File: src/rtl/axi_xbar_pkg.sv
// Shared types and defaults for the crossbar return path.
// Sender index width derives from the default sender count.
package axi_xbar_pkg;

    localparam int SENDER_NUM_DEF = 8;
    localparam int DATA_W_DEF     = 64;
    localparam int DEPTH_DEF      = 8;
    localparam int SRC_W          = $clog2(SENDER_NUM_DEF);

    typedef logic [SRC_W-1:0] src_idx_t;

    // One-hot decode of a sender index; a zero grant yields an all-zero vector.
    function automatic logic [SENDER_NUM_DEF-1:0] src_onehot(input src_idx_t idx, input logic grant);
        logic [SENDER_NUM_DEF-1:0] v;
        v      = '0;
        v[idx] = grant;
        return v;
    endfunction

endpackage

File: src/rtl/resp_order_fifo.sv
// Purpose: in-order record of granted sender indices, one entry per outstanding request.
// Latency: push visible at head the cycle after the write; pop advances head next cycle.
// Backpressure: caller must gate push with !full and pop with !empty; no bypass path.
module resp_order_fifo #(
    parameter int WIDTH = 3,
    parameter int DEPTH = 8
) (
    input  logic                     clk,
    input  logic                     rstn,
    input  logic                     push,
    input  logic [WIDTH-1:0]         push_dat,
    input  logic                     pop,
    output logic [WIDTH-1:0]         head_dat,
    output logic [$clog2(DEPTH):0]   count,
    output logic                     full,
    output logic                     empty
);

    localparam int AW = $clog2(DEPTH);

    logic [WIDTH-1:0] mem [DEPTH];
    logic [AW-1:0]    wr_ptr;
    logic [AW-1:0]    rd_ptr;

    // DEPTH is a power of two, so natural pointer overflow is the wrap.
    always_ff @(posedge clk) begin
        if (!rstn) begin
            wr_ptr <= '0;
            rd_ptr <= '0;
            count  <= '0;
        end else begin
            if (push) wr_ptr <= wr_ptr + 1'b1;
            if (pop)  rd_ptr <= rd_ptr + 1'b1;
            case ({push, pop})
                2'b10:   count <= count + 1'b1;
                2'b01:   count <= count - 1'b1;
                default: count <= count;
            endcase
        end
    end

    always_ff @(posedge clk) begin
        if (push) mem[wr_ptr] <= push_dat;
    end

    assign head_dat = mem[rd_ptr];
    assign full     = (count == (AW+1)'(DEPTH));
    assign empty    = (count == '0);

endmodule

File: src/rtl/axi_resp_router.sv
// Purpose: remembers which sender won each request to one slave port and steers its responses back in order.
// Latency: request and response paths are combinational; occupancy and error flag update on the next edge.
// Backpressure: request path blocked while DEPTH requests are outstanding; response beats stall when empty or head sender not ready.
module axi_resp_router
    import axi_xbar_pkg::*;
#(
    parameter int SENDER_NUM = SENDER_NUM_DEF,
    parameter int DATA_W     = DATA_W_DEF,
    parameter int DEPTH      = DEPTH_DEF
) (
    input  logic                          clk,
    input  logic                          rstn,
    input  logic                          req_valid_i,
    input  logic [$clog2(SENDER_NUM)-1:0] req_src_i,
    output logic                          req_ready_o,
    output logic                          req_valid_o,
    input  logic                          req_ready_i,
    input  logic                          rsp_valid_i,
    input  logic                          rsp_last_i,
    input  logic [DATA_W-1:0]             rsp_data_i,
    output logic                          rsp_ready_o,
    output logic [SENDER_NUM-1:0]         rsp_valid_o,
    input  logic [SENDER_NUM-1:0]         rsp_ready_i,
    output logic [DATA_W-1:0]             rsp_data_o,
    output logic                          rsp_last_o,
    output logic [$clog2(DEPTH):0]        outstanding_o,
    output logic                          err_unexp_o
);

    localparam int SW = $clog2(SENDER_NUM);

    logic          full;
    logic          empty;
    logic          push;
    logic          pop;
    logic [SW-1:0] head;
    logic          head_rdy;

    // Push is gated by the current full flag only: a pop this cycle does not free a slot until the next edge.
    assign req_valid_o = req_valid_i & ~full;
    assign req_ready_o = req_ready_i & ~full;
    assign push        = req_valid_i & req_ready_i & ~full;

    assign head_rdy    = rsp_ready_i[head];
    assign rsp_ready_o = ~empty & head_rdy;
    assign pop         = ~empty & rsp_valid_i & head_rdy & rsp_last_i;

    always_comb begin
        rsp_valid_o = '0;
        if (!empty) rsp_valid_o[head] = rsp_valid_i;
    end

    assign rsp_data_o = rsp_data_i;
    assign rsp_last_o = rsp_last_i;

    resp_order_fifo #(
        .WIDTH (SW),
        .DEPTH (DEPTH)
    ) u_order (
        .clk      (clk),
        .rstn     (rstn),
        .push     (push),
        .push_dat (req_src_i),
        .pop      (pop),
        .head_dat (head),
        .count    (outstanding_o),
        .full     (full),
        .empty    (empty)
    );

    always_ff @(posedge clk) begin
        if (!rstn)                     err_unexp_o <= 1'b0;
        else if (empty && rsp_valid_i) err_unexp_o <= 1'b1;
    end

    always_ff @(posedge clk) begin
        if (rstn && req_valid_i) assert (int'(req_src_i) < SENDER_NUM);
    end

endmodule

File: config.mk
export PLATFORM = sky130hd
export DESIGN_NAME = axi_resp_router
export DESIGN_NICKNAME = d
export VERILOG_FILES = /design/src/rtl/axi_xbar_pkg.sv /design/src/rtl/resp_order_fifo.sv /design/src/rtl/axi_resp_router.sv
export SDC_FILE = /design/constraint.sdc
export NUM_CORES = 1
export LEC_CHECK = 0
export ABC_CLOCK_PERIOD_IN_PS = 4500
export CAP_MARGIN = 20
export CORE_AREA = 2 2 92 94
export DETAILED_ROUTE_END_ITERATION = 10
export DIE_AREA = 0 0 94 96
export GPL_ROUTABILITY_DRIVEN = 1
export GPL_TIMING_DRIVEN = 0
export PLACE_DENSITY = 0.69
export SLEW_MARGIN = 30
export SYNTH_ARGS = -nofsm -noshare
export SYNTH_HDL_FRONTEND = slang
export SYNTH_SLANG_ARGS = --single-unit
File: constraint.sdc
create_clock -name clk -period 4.5 [get_ports clk]
set_input_delay 0.9 -clock clk [delete_from_list [all_inputs] [get_ports clk]]
set_output_delay 0.9 -clock clk [all_outputs]
set_load 0.02 [all_outputs]
Yosys cells after proc, flatten, opt, wreduce, memory -nomap -nowiden --
Memory sizes are Yosys's and may differ from the RTL's. A register that Yosys moved wholly into a read port is not among the register bits. Index checks and enable logic that the tools add are counted. W data, S select, Z words.
Storage, ports and cells: memories 1, word-level logic and storage cells 39, bits in registers 11, latch bits 0, output and inout port bits 81, bits in writable memories 24, ROM bits 0
Operators by class: $lt $le $gt $ge 2, bitwise gates (word level) 11, shifts and indexed selects 0, equality and inequality tests 3, add/subtract/negate cells 4, divide/modulo/power cells 0, multipliers 0, multiplexer cells 10, reductions and logical operators 4
Memory list:
- u_order.mem | depth 8, width 3, rd ports 1, clocked after memory_dff 1, wr ports 1, RTL line resp_order_fifo.sv:21 | logic [WIDTH-1:0] mem [DEPTH];
Operators with widths (number):
- $and A1 B1 Y1 | 8
- $and A8 B8 Y8 | 1
- $mux W8 | 1
- $pmux W4 S2 | 1
- $add A3 B1 Y3 const B | 2
- $mux W3 | 2
- $add A4 B1 Y4 const B | 1
- $eq A4 B4 Y1 const B | 1
- $logic_not A4 Y1 | 1
- $lt A3 B4 Y1 const B | 1
- $mux W1 | 4
- $sub A4 B1 Y4 const B | 1
- $bmux W1 S3 | 1
- $demux W1 S3 | 1
- $ge A3 B1 Y1 const B | 1
- $eq A2 B1 Y1 const B | 1
- $eq A2 B2 Y1 const B | 1
- $logic_and A1 B1 Y1 | 2
- $not A1 Y1 | 2
- $reduce_bool A2 Y1 | 1

Depth between registers and ports, before layout --
depth in word-level cells 7, gate-level depth with buffers 13

By module --
A second synthesis with hierarchy kept.
Second synthesis, totals: cells, all modules 198, area, all modules 2270.9 um^2
By module, submodules not included:
- resp_order_fifo | area each 1581.5 um^2, cells an instance 106, sequential area each 980.9 um^2, times used 1
- axi_resp_router | area each 689.4 um^2, cells an instance 92, sequential area each 20.0 um^2, times used 1

Worst setup path before layout --
No wires, ideal clock.
kind reg2reg, start point reg (tool-made name), end point reg u_order.count[2], stages on the path, launching flop included 14, path slack 1335 ps, arrival 3089 ps, library setup time 76 ps, path buffers 1, cells stage by stage dfxtp_1 -> buf_6 -> mux4_2 -> mux2_4 -> nand2_2 -> o22ai_4 -> nor4_4 -> ha_1 -> xor2_1 -> ha_1 -> a21oi_1 -> xor2_1 -> or3_1 -> a21boi_0
RTL lines:
- to (signal assigned) | RTL line resp_order_fifo.sv:35 | 2'b10: count <= count + 1'b1;
- to (signal assigned) | RTL line resp_order_fifo.sv:36 | 2'b01: count <= count - 1'b1;
- to (signal assigned) | RTL line resp_order_fifo.sv:37 | default: count <= count;
- to (decl) | RTL line resp_order_fifo.sv:14 | output logic [$clog2(DEPTH):0] count,

Final worst setup path --
start point in rsp_valid_i, end point out rsp_valid_o[5]
On the way: longest elaborated chain between the ends 2
RTL lines:
- from (decl) | RTL line axi_resp_router.sv:18 | input logic rsp_valid_i,
- $and A8 B8 Y8 (no source line)
- $mux W8 | RTL line axi_resp_router.sv:50 | if (!empty) rsp_valid_o[head] = rsp_valid_i;
- to (decl) | RTL line axi_resp_router.sv:22 | output logic [SENDER_NUM-1:0] rsp_valid_o,
No other way between the ends.

==> out/metrics.csv <==
metric,value,unit
# hold bufs at CTS,0,
"Seq/Total Area, Yosys",42.8,%
top-area cell type share of the netlist area,30.8,%
Vias,1853,
pin count of the biggest net entering global routing,13,
Final Util,43.8,%
most frequent cell after synthesis,buf_4,
Post-synth ARST share,0,%
Total GRT Usage,12.5,%
initial antenna violation count,0,
WS Path Type,in -> out,
Congestion Overflow GR,0,
Final period util,83.2,%
"area leader, netlist",edfxtp_1,
max_cap viols,0,
Bufs on Longest Clock Path,2,
Pint,626,uW
list of most frequent post-synthesis cells,"buf_4, edfxtp_1, nor2_1, dfxtp_1",
Synth Cell Area,2340,sq um
post-synthesis net count,299,
arrival time worst endpoint,2840,ps
first-pass GRT wire length,8580,um
Seq pwr share,44.3,%
CTS H-tree depth,2,
Fmax,267,MHz
Comb pwr share,29.7,%
Area growth syn-to-layout,50.7,%
Register-to-Register Path Depth,13,
Iter 0 DRT Violations,42,
Hold Crit Class,reg -> reg,
R2R Setup Slk,1060,ps
maximum vdd ir drop,0.000196,V
clock share of power,25.9,%
io pins,162,
Critical Path RT,3600,ps
"Hold Violations, Final",0,
worst r2r dst,u_order.count[2],
critical path endpoint category,primary output,
Worst-Skew Late Latency,290,ps
vias in the first global route,1743,
antenna cells,0,
post-CTS sizing,0,
"Max stage delay cell, worst path",clkdlybuf4s50_1,
CTS Root Cell,clkbuf_8,
outcome,"finished, final reports clean",
"EDFF count, synth",24,
Sw Ratio,28.1,%
Worst Setup Start Kind,input pin,
Syn Area/Cell,11.0,sq um
worst-margin pin slew,652,ps
TritonCTS Buffers,5,
unrepaired setup endpoints after global routing,false,
post-detail-place hpwl,5060,um
final slew viol count,0,
switching power,245,uW
Remaining DRCs,0,
crit-path max FO,5,
FP Rows,33,
Worst Setup SP,rsp_valid_i,
die footprint,9020,sq um
skew final,6.25,ps
Final GP Congestion,0.742,
Setup TNS Final,0,ps
Syn Inst Count,213,
final antenna-violating net count,0,
number of nets in the layout,403,
Synth cell types,35,
clock sinks,38,
"top cells by area, synth","edfxtp_1, buf_4, dfxtp_1",
DRT Pass-1 Iters,4,
Die Span Y,96,um
Via density,4.38,
area of the core,8050,sq um
Tmin final,3740,ps
# Post-CTS Setup Buffers,0,
synth warn,0,
Main synth FF type,edfxtp_1,
Die W,94,um
critical path endpoint,rsp_valid_o[5],
Buffers on Ports,97,
CTS tree,yes,
final wirelength,5990,um
Yosys reg bits,38,
DR WL/cell,14.1,um
Starting Density,29.1,%
"Clk pin slew, worst setup/hold paths",70,ps
CP cell instances,clkdlybuf4s50_1 > nor2b_1 > nand2b_1 > nand2b_1 > nor2_1 > clkdlybuf4s50_1,
Finish-stage setup viols,0,
Critical Path Max Stage Delay,620,ps
Fillers,766,
Max-slew headroom,56.2,%
Pwr Density,247,nW/um^2
share of cells above drive strength 1,28.0,%
Lkg Pwr,0.00134,uW
-- final cells by class --
| type | count | area [sq um] | area share (%) |
|---|---|---|---|
| repair buffers | 97 | 971 | 27.5 |
| well taps | 105 | 131 | 3.72 |
| clock inverters | 3 | 16.3 | 0.461 |
| inverters | 1 | 3.75 | 0.106 |
| clock buffers | 5 | 68.8 | 1.95 |
| flip-flops and latches | 38 | 1000 | 28.4 |
| plain buffers | 68 | 514 | 14.6 |
| multi-input cells | 106 | 821 | 23.3 |
-- metal layers --
layer | global-route usage (%) | part of all wire, % | vias up
met2 | 25.4 | 56 | 94
met5 | 0 | 0 | -
met3 | 2.90 | 10 | 5
met1 | 12.3 | 33 | 874
met4 | 3.99 | 1.4 | 0
li1 | - | - | 880
-- placed cells by master (no fill, tap or decap), types with 2 or more instances in the layout --
master,Yosys,routed
buf_4,65,65
ha_1,5,5
nand2_1,10,10
nor2_1,17,17
nor3_1,5,5
nor4_1,3,3
buf_6,2,2
mux2_4,2,2
nand3_1,5,5
mux4_2,5,5
mux2_2,4,4
edfxtp_1,24,24
xor2_1,4,4
a21oi_1,4,4
clkdlybuf4s50_1,0,97
nor2b_1,5,5
clkbuf_8,0,5
and2_1,2,2
a21boi_0,4,4
mux2i_1,10,10
nand2b_1,7,7
nand2_2,2,2
dfxtp_1,14,14
-- flip-flops by register name, summed over array words and instances, names as in the netlist, named ones only --
| name | cells |
|---|---|
| u_order.rd_ptr | 3 |
| u_order.wr_ptr | 3 |
| u_order.count | 4 |
| err_unexp_o | 1 |
| u_order.mem | 24 |
-- how the worst min path moves through the flow --
stage | startpoint | to | slack, ps | cells after the start
after floorplan | u_order.rd_ptr[2] | flip-flop | 450 | 2
after global placement | u_order.rd_ptr[2] | flip-flop | 460 | 2
after detailed placement | u_order.rd_ptr[2] | flip-flop | 480 | 2
after CTS | u_order.rd_ptr[2] | flip-flop | 500 | 2
after global routing | u_order.wr_ptr[0] | u_order.wr_ptr[0] | 540 | 2
final | u_order.rd_ptr[2] | flip-flop | 490 | 2
-- metrics by stage --
step | cells | power, uW | hold WS [ps] | setup WS, ps | cell area (sq um)
final | 423 | 870 | 489 | 756 | 3530
after global routing | 423 | 908 | 540 | 548 | 3530
after CTS | 423 | 881 | 497 | 739 | 3530
after detailed placement | 415 | 656 | 480 | 739 | 3440
after global placement | 415 | 652 | 461 | 791 | 3440
after floorplan | 213 | 546 | 445 | 1340 | 2340
-- power groups by stage --
stage / Sequential (uW) / Clock (uW) / Combinational [uW]
floorplan: 397 / 0 / 149
global placement: 394 / 0 / 259
detailed placement: 394 / 0 / 262
CTS: 386 / 232 / 263
global route: 387 / 243 / 278
finish: 386 / 226 / 259
-- logic make-up after synthesis --
| kind of cell | Yosys count | share of synthesized area (%) |
|---|---|---|
| AO/OA/AOI/OAI | 13 | 4.12 |
| XOR/XNOR | 5 | 1.87 |
| adder cells (fa/ha/maj) | 5 | 2.67 |
| buffers and inverters | 69 | 22.1 |
| flip-flops | 38 | 42.8 |
| multiplexers | 21 | 12.3 |
| AND/OR/NAND/NOR | 62 | 14.1 |
-- critical path, delay by kind of cell --
kind	cells	cell delay, ps
buf+inv	2	1090
simple gates	4	850
Note: power is estimated with default switching activity, not from simulation.
